<file path="config.mk">
export PLATFORM = sky130hd
export DESIGN_NAME = multi_product_bcd
export DESIGN_NICKNAME = d
export VERILOG_FILES = /design/src/rtl/multi_pkg.sv /design/src/rtl/bcd_digit_adj.sv /design/src/rtl/multi_product_bcd.sv
export SDC_FILE = /design/constraint.sdc
export NUM_CORES = 1
export LEC_CHECK = 0
export CAP_MARGIN = 20
export CELL_PAD_IN_SITES_DETAIL_PLACEMENT = 1
export CELL_PAD_IN_SITES_GLOBAL_PLACEMENT = 2
export CORE_ASPECT_RATIO = 0.75
export CORE_MARGIN = 2
export CORE_UTILIZATION = 29
export CTS_CLUSTER_SIZE = 40
export DETAILED_ROUTE_END_ITERATION = 16
export PLACE_DENSITY_LB_ADDON = 0.1
export SLEW_MARGIN = 10
export SYNTH_ARGS = -nofsm -noshare
export SYNTH_HDL_FRONTEND = slang
export SYNTH_SLANG_ARGS = --single-unit
</file>
<file path="constraint.sdc">
create_clock -name clk -period 1.6 [get_ports clk]
set_clock_uncertainty 0.2 [all_clocks]
set_input_delay 0.32 -clock clk [delete_from_list [all_inputs] [get_ports clk]]
set_output_delay 0.32 -clock clk [all_outputs]
set_load 0.05 [all_outputs]
</file>
<file path="src/rtl/multi_pkg.sv">
// Shared types and constants for the multiplier-product BCD converter.
package multi_pkg;

    localparam int MULT_W     = 4;
    localparam int PROD_W     = 8;
    localparam int BCD_DIGITS = 3;

    localparam logic [3:0] DD_THRESH = 4'd5;
    localparam logic [3:0] DD_ADJ    = 4'd3;

    typedef enum logic [1:0] {
        IDLE  = 2'b00,
        SHIFT = 2'b01,
        DONE  = 2'b10
    } state_t;

    // Double-dabble correction for one nibble. The add is 4-bit and
    // deliberately discards any carry: a nibble never exceeds 9 before
    // the adjust, so the result fits.
    function automatic logic [3:0] dd_adjust(input logic [3:0] nib);
        return (nib >= DD_THRESH) ? (nib + DD_ADJ) : nib;
    endfunction

endpackage

</file>
<file path="src/rtl/bcd_digit_adj.sv">
// Combinational add-3-if->=5 correction for a single BCD digit.
module bcd_digit_adj
    import multi_pkg::*;
(
    input  logic [3:0] i_digit,
    output logic [3:0] o_digit
);

    assign o_digit = dd_adjust(i_digit);

endmodule

</file>
<file path="src/rtl/multi_product_bcd.sv">
// Sequential binary-to-BCD converter (double dabble, one shift per cycle)
// with valid/ready handshakes on both the product input and BCD output.
//
// state | meaning
// ------+-----------------------------------------------------------
// IDLE  | waiting for a product; in_ready follows ena
// SHIFT | conversion running; one adjust+shift per enabled cycle
// DONE  | out_bcd holds the result; waiting for out_ready
module multi_product_bcd
    import multi_pkg::*;
#(
    parameter int WIDTH  = PROD_W,
    parameter int DIGITS = BCD_DIGITS
) (
    input  logic                  clk,
    input  logic                  rst,
    input  logic                  ena,
    input  logic [WIDTH-1:0]      in_product,
    input  logic                  in_valid,
    output logic                  in_ready,
    output logic [4*DIGITS-1:0]   out_bcd,
    output logic                  out_valid,
    input  logic                  out_ready,
    output logic                  busy
);

    localparam int BCD_W = 4 * DIGITS;
    localparam int SR_W  = BCD_W + WIDTH;
    localparam int CNT_W = $clog2(WIDTH + 1);

    // The BCD field must be able to hold the largest binary input.
    generate
        if (10 ** DIGITS <= 2 ** WIDTH - 1) begin : g_bad_digits
            $error("multi_product_bcd: DIGITS too small for WIDTH");
        end
    endgenerate

    state_t             r_state;
    state_t             w_next_state;
    logic [SR_W-1:0]    r_shift;
    logic [CNT_W-1:0]   r_cnt;
    logic [BCD_W-1:0]   r_bcd;
    logic [SR_W-1:0]    w_adj;
    logic [SR_W-1:0]    w_shifted;
    logic               w_accept;
    logic               w_last;

    // Binary part passes through untouched; every BCD nibble is corrected
    // in parallel before the shift.
    assign w_adj[WIDTH-1:0] = r_shift[WIDTH-1:0];

    generate
        for (genvar g = 0; g < DIGITS; g++) begin : g_adj
            bcd_digit_adj u_adj (
                .i_digit (r_shift[WIDTH + 4*g +: 4]),
                .o_digit (w_adj[WIDTH + 4*g +: 4])
            );
        end
    endgenerate

    assign w_shifted = {w_adj[SR_W-2:0], 1'b0};
    assign out_bcd   = r_bcd;

    // Next-state and handshake outputs; ena gates every transition.
    always_comb begin
        w_next_state = r_state;
        w_accept     = 1'b0;
        w_last       = 1'b0;
        in_ready     = 1'b0;
        out_valid    = 1'b0;
        busy         = 1'b0;
        case (r_state)
            IDLE: begin
                in_ready = ena;
                w_accept = ena & in_valid;
                if (w_accept) begin
                    w_next_state = SHIFT;
                end
            end
            SHIFT: begin
                busy   = 1'b1;
                w_last = (r_cnt == CNT_W'(1));
                if (ena && w_last) begin
                    w_next_state = DONE;
                end
            end
            DONE: begin
                out_valid = 1'b1;
                if (ena && out_ready) begin
                    w_next_state = IDLE;
                end
            end
            default: begin
                w_next_state = IDLE;
            end
        endcase
    end

    // State register; reset wins over ena.
    always_ff @(posedge clk) begin
        if (rst) begin
            r_state <= IDLE;
        end else if (ena) begin
            r_state <= w_next_state;
        end
    end

    // Shift register, iteration counter and result latch.
    always_ff @(posedge clk) begin
        if (rst) begin
            r_shift <= '0;
            r_cnt   <= '0;
            r_bcd   <= '0;
        end else if (ena) begin
            case (r_state)
                IDLE: begin
                    if (w_accept) begin
                        r_shift <= {{BCD_W{1'b0}}, in_product};
                        r_cnt   <= CNT_W'(WIDTH);
                    end
                end
                SHIFT: begin
                    r_shift <= w_shifted;
                    r_cnt   <= r_cnt - CNT_W'(1);
                    // Result is taken from the post-shift value so it is
                    // visible in the same cycle the FSM enters DONE.
                    if (w_last) begin
                        r_bcd <= w_shifted[SR_W-1:WIDTH];
                    end
                end
                default: begin
                end
            endcase
        end
    end

endmodule

</file>
### Yosys cells after proc, flatten, opt, wreduce, memory -nomap -nowiden

Cells that the tools add are included.

| storage, ports and cells | value |
|---|---|
| bits in writable memories | 0 |
| input bits | 13 |
| output and inout bits | 15 |
| flip-flop bits (word level) | 38 |
| logic and storage cells | 42 |
| bits in latches | 0 |
| bits in read-only memories | 0 |
| memories | 0 |

| cells by class | value |
|---|---|
| multiplexer cells | 16 |
| equal/unequal tests | 7 |
| multiply operators | 0 |
| div/mod/pow operators | 0 |
| bitwise operators | 1 |
| add/subtract/negate cells | 4 |
| shift-type cells | 0 |
| reductions and logical operators | 7 |
| magnitude comparators | 3 |

Operators with widths:

| cell | number |
|---|---|
| $pmux W20 S2 | 1 |
| $mux W20 | 1 |
| $ge A4 B3 Y1 const B | 3 |
| $mux W4 | 3 |
| $add A4 B2 Y4 const B | 2 |
| $ne A2 B2 Y1 const B | 4 |
| $pmux W4 S2 | 1 |
| $mux W2 | 3 |
| $pmux W2 S3 | 1 |
| $reduce_and A3 Y1 | 2 |
| $mux W1 | 5 |
| $eq A4 B1 Y1 const B | 1 |
| $reduce_and A4 Y1 | 1 |
| $sub A4 B1 Y4 const B | 1 |
| $add A3 B2 Y3 const B | 1 |
| $mux W3 | 1 |
| $eq A2 B1 Y1 const B | 1 |
| $eq A2 B2 Y1 const B | 1 |
| $logic_and A1 B1 Y1 | 2 |
| $logic_not A2 Y1 | 1 |
| $reduce_bool A2 Y1 | 1 |
| $and A1 B1 Y1 | 1 |

### Depth between registers and ports, before layout

Gate-level depths: netlist (run 1).

| depth | value |
|---|---|
| word-level depth | 4 |
| depth in mapped cells | 8 |
| gate-level depth less buffers | 6 |

### Modules after synthesis

From an unflattened synthesis (run 1), not the netlist that was laid out.

| second synthesis, totals | value |
|---|---|
| cell total of the unflattened synthesis | 245 |
| area, all modules | 1898.1 µm² |

Modules (own cells, without submodules):

| module | times used | sequential area each (µm²) | area each (µm²) | cells each |
|---|---|---|---|---|
| multi_product_bcd | 1 | 760.7 | 1594.0 | 197 |
| bcd_digit_adj | 3 | 0.0 | 101.3 | 16 |

### Worst setup path before layout (run 1)

No wires, ideal clock.

| path | value |
|---|---|
| kind | register to register |
| from | register r_state[1] |
| to | register r_cnt[2] |
| buffers on the path | 0 |
| setup slack | -0.349 ns |
| data required time | 1.285 ns |
| cell stages (with the launch flop) | 5 |
| library setup time | 0.115 ns |
| clock period less this slack | 1.949 ns |
| data arrival time | 1.634 ns |
| cell sequence | dfxtp_1 > nand2b_1 > nor2_1 > nand2_1 > and3_1 |

| between the ends | value |
|---|---|
| cells in the longest elaborated chain, start to end | 4 |
| elaborated cells on any way between the ends | 7 |
| those cells by class | 2 x eq/ne; 2 x mux; 3 x reduce/logical |

Ends and longest elaborated chain:

| element | line | source |
|---|---|---|
| from (decl) | multi_product_bcd.sv:38 | `state_t r_state;` |
| from (signal assigned) | multi_product_bcd.sv:104 | `r_state <= w_next_state;` |
| $logic_not A2 Y1 | multi_product_bcd.sv:72, multi_product_bcd.sv:115 |  |
| $mux W1 | multi_product_bcd.sv:72 | `case (r_state)` |
| $ne A2 B2 Y1 (no line) | n/a |  |
| $reduce_and A3 Y1 (no line) | n/a |  |
| to (signal assigned) | multi_product_bcd.sv:119 | `r_cnt <= CNT_W'(WIDTH);` |
| to (signal assigned) | multi_product_bcd.sv:124 | `r_cnt <= r_cnt - CNT_W'(1);` |
| to (decl) | multi_product_bcd.sv:41 | `logic [CNT_W-1:0] r_cnt;` |

Several ways; a longest one is shown, not always the timed one.
A chain may end at the register's enable or synchronous reset.

### Final worst setup path (run 1)

| path | value |
|---|---|
| from | register r_cnt[1] |
| to | register r_bcd[6], in the netlist out_bcd[6] |

| between the ends | value |
|---|---|
| cells in the longest elaborated chain, start to end | 3 |

Ends and longest elaborated chain:

| element | line | source |
|---|---|---|
| $eq A4 B1 Y1 | multi_product_bcd.sv:82 | `w_last = (r_cnt == CNT_W'(1));` |
| $mux W1 | multi_product_bcd.sv:72 |  |
| $reduce_and A3 Y1 (no line) | n/a |  |
| to (signal assigned) | multi_product_bcd.sv:128 | `r_bcd <= w_shifted[SR_W-1:WIDTH];` |
| to (decl) | multi_product_bcd.sv:42 | `logic [BCD_W-1:0] r_bcd;` |

Every way passes these cells.

==> run_results.csv, run 1 <==
group,metric,value,unit
status,run_status,"complete, but fails checks",
status,violations,"setup timing",
floorplanning,floorplan.initialDensity,30.34,%
clock_network,cts_tree,"done",
power,total_power,2.054,mW
global_route,globalRouteTotalUtil,19.16,%
clock_network,clock_insertion_delay_worst_skew,290,ps
logic_synthesis,mappedNetlistNets,222,
timing,final.period_utilization,105.0,%
final_layout,final_cells,363,
final_layout,syn_to_final_growth,78.84,%
placed_design,placed_cells_incl_taps,334,
timing,achievable-frequency,595.0,MHz
detailed_routing,dr_total_vias,1799,
clock_network,cts_hold_repair.buffers,0,
timing,final.setup.tns,-698.5,ps
detailed_routing,viasPerCell,4.956,
setup_path,max_stage_delay,330,ps
timing,finalMaxSlewViolations,0,
logic_synthesis,async_flop_share,0,%
logic_synthesis,yosys_warnings,0,
global_route,globalRouteOverflowTotal,0,
placed_design,placed_cell_area,2540,um^2
setup_path,critPathKind,"flop to flop",
placed_design,port-buffer-count,27,
clock_network,cts-htree-levels,2,
global_route,grt_start_max_net_pins,12,
detailed_routing,wire_per_inst,17.82,um
timing,finalHoldViolations,0,
detailed_routing,route.final.wire_length,6.467,mm
power,p_leak,1.229,nW
logic_synthesis,synth_top_area_cell,"sky130_fd_sc_hd__dfxtp_1",
logic_synthesis,post_syn_area,1785,um^2
timing,relSlewSlack,70.65,%
final_layout,post-route-cell-area,3193,um^2
timing,tightest_slew,435.6,ps
placed_design,globalplace.congestion,0.8084,
final_layout,post_route_cells_drive_above_1_share,53.68,%
logic_synthesis,yosys_register_bits,38,
setup_path,critical_path_data_arrival_time,1660,ps
setup_path,critical_path.endpoint_type,"flop",
logic_synthesis,synth_edf_count,0,
min_path,hold_class,"flop to flop",
final_layout,num_antenna_cells,0,
logic_synthesis,synth.yosys.seq_area_share,42.61,%
clock_network,clock-sinks,38,
setup_path,critPathRequiredTime,1580,ps
clock_network,number_of_clock_buffers_inserted_by_tritoncts,5,
logic_synthesis,synthCells,201,
placed_design,pre_cts_ws,-583.3,ps
clock_network,clk_root_buffer_cell,"sky130_fd_sc_hd__clkbuf_8",
timing,finalWorstSetupSlack,-80.56,ps
final_layout,post-route-util,54.25,%
floorplanning,die_y,71.95,um
clock_network,clk_pin_slew_worst_paths,80,ps
final_layout,number_of_nets_in_the_finished_design,305,
setup_path,critPathSlowestCell,"sky130_fd_sc_hd__dfxtp_2",
logic_synthesis,netlist.area_leader.share,42.61,%
floorplanning,die_area,6807,um^2
flow_run,timing.max_cap.violations,0,
logic_synthesis,main_synth_ff_type,"sky130_fd_sc_hd__dfxtp_1",
floorplanning,rows,24,
setup_path,timing.critical_path.cells,"inv_2 > ha_4 > nor4bb_4 > and2_4 > nor3b_2 > a31o_2",
detailed_routing,drt_drc_violations_left,0,
setup_path,largest_fanout_on_the_critical_path,5,
power,power.ir.vdd_worst,0.2761,mV
placed_design,hpwlAfterDp,4.260,mm
detailed_routing,drt_pre_antenna_iters,4,
global_route,grt_pass1_wl,9.867,mm
global_route,vias_in_the_first_global_route,1910,
timing,setup_viol,16,
floorplanning,floorplan.core_area,5886,um^2
detailed_routing,detail_route.iter0.violations,64,
logic_synthesis,ys_top_cells_by_area,"sky130_fd_sc_hd__dfxtp_1 43%, sky130_fd_sc_hd__nand2_1 5.7%, sky130_fd_sc_hd__ha_1 5.6%, sky130_fd_sc_hd__nor2_1 5.0%, sky130_fd_sc_hd__a311oi_1 4.9%",
timing,setup_repair_after_global_routing_missed_its_margin,"yes",
power,power_density,643.2,nW/um^2
setup_path,critical_path_source_type,"flop",
timing,min_period,1681,ps
timing,final.hold.worst_slack,277.2,ps
floorplanning,io_pins,28,
clock_network,clockBufferDepth,2,
logic_synthesis,synth_cell_types,40,
detailed_routing,drtAntennaViolNets,0,
global_route,grt_antenna_before_repair,0,
logic_synthesis,postSynthAreaPerCell,8.883,um^2
floorplanning,die_x,94.61,um
-- area by class of cell --
class | instances | area [um^2]
fill | 651 | 2693
multi-input combinational | 146 | 1274
timing repair buffer | 83 | 912.1
sequential | 38 | 775.7
tap | 78 | 97.59
clock buffer | 7 | 86.33
inverter | 10 | 42.54
clock inverter | 1 | 5.005
-- kinds of logic (layout without fill, tap and decap cells) --
group / count (synthesis) / after routing / share of synthesized area [%]
multiplexers: 4 / 4 / 2.313
buffers and inverters: 19 / 101 / 5.816
flip-flops: 38 / 38 / 42.61
AND/OR/NAND/NOR: 79 / 81 / 21.86
AO/OA/AOI/OAI: 48 / 48 / 19.34
adder cells (fa/ha/maj): 8 / 8 / 5.606
XOR/XNOR: 5 / 5 / 2.453
-- worst paths after layout --
kind / start / endpoint / slack, ps / cells past startpoint
min: r_shift[6] / r_shift[7] / 280 / 2
max reg2reg: r_cnt[1] / out_bcd[6] / -80 / 6
min reg2reg: r_shift[6] / r_shift[7] / 280 / 2
max: r_cnt[1] / out_bcd[6] / -80 / 6
-- placed cells by master, fill, tap and decap left out, drive strengths merged --
cell type	synthesis	final
buf	6	71
dfxtp	38	38
nand2	28	28
nor2	26	26
a21oi	11	11
clkdlybuf4s50	0	10
a311oi	10	10
inv	9	9
ha	8	8
o21ai	7	7
nor3b	7	7
clkbuf	3	7
and2	4	6
nand2b	5	5
o2bb2ai	5	5
xnor2	4	4
a211oi	3	3
nand3	3	3
a22o	3	3
a31o	3	3
o22ai	3	3
mux2i	3	3
dlygate4sd2	0	2
clkinv	1	2
and2b	1	1
nor4bb	1	1
mux2	1	1
or2	1	1
or3	1	1
nor3	1	1
a22oi	1	1
a32oi	1	1
xor2	1	1
and3	1	1
a2bb2oi	1	1
-- synth_stat cells (all sizes together), types with 4 or more instances --
cell and number:
inv 9, nand2 28, buf 6, ha 8, o21ai 7, and2 4
dfxtp 38, nor2 26, xnor2 4, nand2b 5, a311oi 10, a21oi 11
o2bb2ai 5, nor3b 7
-- what timing repair did --
| item | in CTS | in global routing |
|---|---|---|
| gates cloned | 3 | 0 |
| setup buffers | 10 | 10 |
| setup endpoints to repair | 40 | 31 |
| pin swaps | 15 | 22 |
| resized for setup | 59 | 34 |
-- registers in the layout, summed over array words and instances (netlist names) --
signal	cells
r_state	2
r_shift	20
r_cnt	4
out_bcd	12
-- power by group --
part,switching (mW),internal (mW)
clock network,0.338,0.348
logic,0.179,0.193
registers,0.0242,0.972
total,0.541,1.51
-- metal layers --
metal	GRT usage (%)	part of all wire (%)
met3	4.673	4.3
met2	31.91	51
met5	0	0
met1	25.36	44
met4	4.348	0.59
-- worst max-delay path, delay by kind of cell (launching register included) --
family / cells / cell delay, ps
AND/OR/NAND/NOR: 3 / 640
adder cells (fa/ha/maj): 1 / 120
buffers and inverters: 1 / 70
AO/OA/AOI/OAI: 1 / 210
flip-flops: 1 / 330
(Power assumes the default switching activity.)
==> run 2: changes to the inputs <==
CORE_UTILIZATION = 32   (was 29)
HOLD_SLACK_MARGIN = 0.03   (was unset)
clock period = 1.7 ns   (was 1.6 ns; I/O delays follow)
==> run_results.csv, run 2 (synthesis results as in run 1) <==
group,metric,value,unit
timing,final.period_utilization,99.52,%
final_layout,largest_reg_flops,20,
timing,finalMaxSlewViolations,0,
global_route,grt_start_max_net_pins,16,
setup_path,worst_r2r_path_depth,7,
setup_path,critical_path_source_type,"flop",
detailed_routing,drt_drc_violations_left,0,
detailed_routing,drtAntennaViolNets,0,
final_layout,top_library_cells_by_usage_in_the_layout_fill_and_taps_aside,"34 x sky130_fd_sc_hd__buf_4, 30 x sky130_fd_sc_hd__dfxtp_1, 26 x sky130_fd_sc_hd__nand2_1",
setup_path,cp.buffers_inverters,2,
clock_network,clockBufferDepth,2,
timing,tightest_slew,381.3,ps
final_layout,num_antenna_cells,0,
floorplanning,die_y,68.69,um
clock_network,clock-sinks,38,
min_path,hold_class,"flop to flop",
setup_path,max_stage_delay,330,ps
power,p_int,1.386,mW
global_route,grt_pass1_wl,9.356,mm
setup_path,critical_path_cell_count,7,
detailed_routing,wire_per_inst,17.07,um
clock_network,cts_hold_repair.buffers,0,
clock_network,cts_tree,"done",
global_route,grt_antenna_before_repair,0,
final_layout,post-route-util,52.59,%
clock_network,clk_pin_slew_worst_paths,80,ps
timing,setup_repair_after_global_routing_missed_its_margin,"yes",
detailed_routing,drt_pre_antenna_iters,6,
floorplanning,io_pins,28,
detailed_routing,route.final.wire_length,5.821,mm
detailed_routing,viasPerCell,5.023,
status,run_status,"finished clean",
setup_path,worst-r2r-setup-slack,8,ps
final_layout,number_of_nets_in_the_finished_design,286,
detailed_routing,dr_total_vias,1713,
setup_path,timing.critical_path.cells,"inv_2 > ha_4 > nor4bb_4 > buf_4 > and2_4 > nor3b_2 > a31o_2",
setup_path,r2r_end,"out_bcd[10]",
final_layout,syn_to_final_growth,57.67,%
power,power.ir.vdd_worst,0.3312,mV
placed_design,globalplace.congestion,0.7387,
floorplanning,floorplan.core_area,5353,um^2
power,power_density,672.1,nW/um^2
power,sequentialPowerShare,49.6,%
clock_network,clk_root_buffer_cell,"sky130_fd_sc_hd__clkbuf_8",
setup_path,setup.worst_path.end,"out_bcd[10]",
timing,finalHoldViolations,0,
floorplanning,die_x,90.25,um
global_route,globalRouteOverflowTotal,0,
floorplanning,die_area,6199,um^2
setup_path,critical_path.endpoint_type,"flop",
timing,relSlewSlack,74.56,%
timing,min_period,1692,ps
power,switching_power,0.5060,mW
flow_run,timing.max_cap.violations,0,
final_layout,final_common_cell,"sky130_fd_sc_hd__buf_4",
clock_network,number_of_clock_buffers_inserted_by_tritoncts,5,
final_layout,post_route_cells_drive_above_1_share,40.98,%
floorplanning,rows,23,
timing,finalWorstSetupSlack,8.078,ps
global_route,vias_in_the_first_global_route,1771,
power,comb_power_share,15.5,%
setup_path,worstSetupStartpoint,"r_cnt[1]",
setup_path,critPathRequiredTime,1690,ps
clock_network,cts-htree-levels,2,
detailed_routing,detail_route.iter0.violations,64,
clock_network,clock_insertion_delay_worst_skew,290,ps
setup_path,largest_fanout_on_the_critical_path,5,
setup_path,timing.critical_path.max_delay_family,"simple AND/OR/NAND/NOR gates",
placed_design,pre_cts_ws,-429.4,ps
placed_design,port-buffer-count,27,
timing,setup_viol,0,
final_layout,largest_register_by_flop_count,"r_shift",
power,p_leak,1.103,nW
placed_design,hpwlAfterDp,3.883,mm
setup_path,critPathKind,"flop to flop",
timing,achievable-frequency,591.0,MHz
setup_path,critical_path_data_arrival_time,1680,ps
floorplanning,floorplan.initialDensity,33.36,%
setup_path,rr_startpoint,"r_cnt[1]",
power,pwr-share-clk,34.9,%
setup_path,critPathSlowestCell,"sky130_fd_sc_hd__dfxtp_2",
global_route,globalRouteTotalUtil,19.90,%
power,power.share.switching,26.75,%
## run 2: changes by cell type in the layout (fill, tap and decap cells not counted), moves of 3 or more
cell                       change
sky130_fd_sc_hd__a311oi_1      +3
sky130_fd_sc_hd__a311oi_2      -3
sky130_fd_sc_hd__buf_4        -10
sky130_fd_sc_hd__buf_6         -6
sky130_fd_sc_hd__ha_1          +6
sky130_fd_sc_hd__ha_4          -4
sky130_fd_sc_hd__nor2_1        +4
sky130_fd_sc_hd__nor3b_1       +4
sky130_fd_sc_hd__nor3b_2       -5
## run 2: cell type report
class,instances,area (um^2)
tap,75,93.84
sequential,38,773.2
timing repair buffer,64,710.7
clock inverter,1,5.005
inverter,10,37.54
fill,618,2537
clock buffer,7,86.33
multi-input combinational,146,1109
## run 2: power groups by stage
stage          Sequential (mW)  Clock (mW)  Combinational (mW)
5_1_grt                  0.944       0.723               0.318
2_1_floorplan            0.955           0               0.128
6_report                 0.939       0.660               0.293
3_5_place_dp             0.956           0               0.241
4_1_cts                  0.937       0.683               0.261
3_3_place_gp             0.954           0               0.233
## run 2: worst reg2reg max path, stage by stage, from the launching register on
cell                       delay (ps)
sky130_fd_sc_hd__dfxtp_2          330
sky130_fd_sc_hd__inv_2             70
sky130_fd_sc_hd__ha_4             120
sky130_fd_sc_hd__nor4bb_4         210
sky130_fd_sc_hd__buf_4            190
sky130_fd_sc_hd__and2_4           210
sky130_fd_sc_hd__nor3b_2           60
sky130_fd_sc_hd__a31o_2           200
## run 2: timing repair
item / in CTS / in global routing
cloned: 2 / 0
buffers inserted: 4 / 6
endpoints found under the hold margin: 0 / 0
resized for setup: 20 / 33
setup endpoints to repair: 28 / 31
pin swaps: 5 / 10
## run 2: worst min path at each step
stage          depth (start not counted)           to         from  slack, ps
2_1_floorplan                          1  r_shift[13]  r_shift[13]        250
3_5_place_dp                           1  r_shift[17]  r_shift[17]        270
5_1_grt                                2   r_shift[5]   r_shift[4]        310
6_report                               2   r_shift[5]   r_shift[4]        280
3_3_place_gp                           2   r_shift[4]   r_shift[3]        260
4_1_cts                                2   r_shift[5]   r_shift[4]        290
## run 2: through the flow
stage,TNS (ps),power (mW),hold WS (ps),cells,cell area (um^2)
after global routing,-473.9,1.985,310.6,341,2815
after global placement,-10200,1.187,264.0,321,2445
after CTS,0,1.881,286.6,335,2638
final,0,1.892,279.8,341,2815
after floorplan,0,1.083,248.6,201,1794
after detailed placement,-12590,1.197,270.7,321,2445
## run 2: routing by layer
layer	global-route usage (%)	part of all wire (%)	vias up	wire length [um]
met1	25.50	48	845	2814
met5	0	0	-	0
met2	33.83	48	27	2772
li1	-	-	833	-
met4	6.923	1.2	0	70
met3	4.565	2.8	8	163
==> run 3: changes to the inputs <==
CTS_CLUSTER_DIAMETER = 150   (was unset)
GPL_ROUTABILITY_DRIVEN = 0   (was unset)
==> results of run 3 <==
The final DEF is identical to that of run 2; final timing and power are the same.
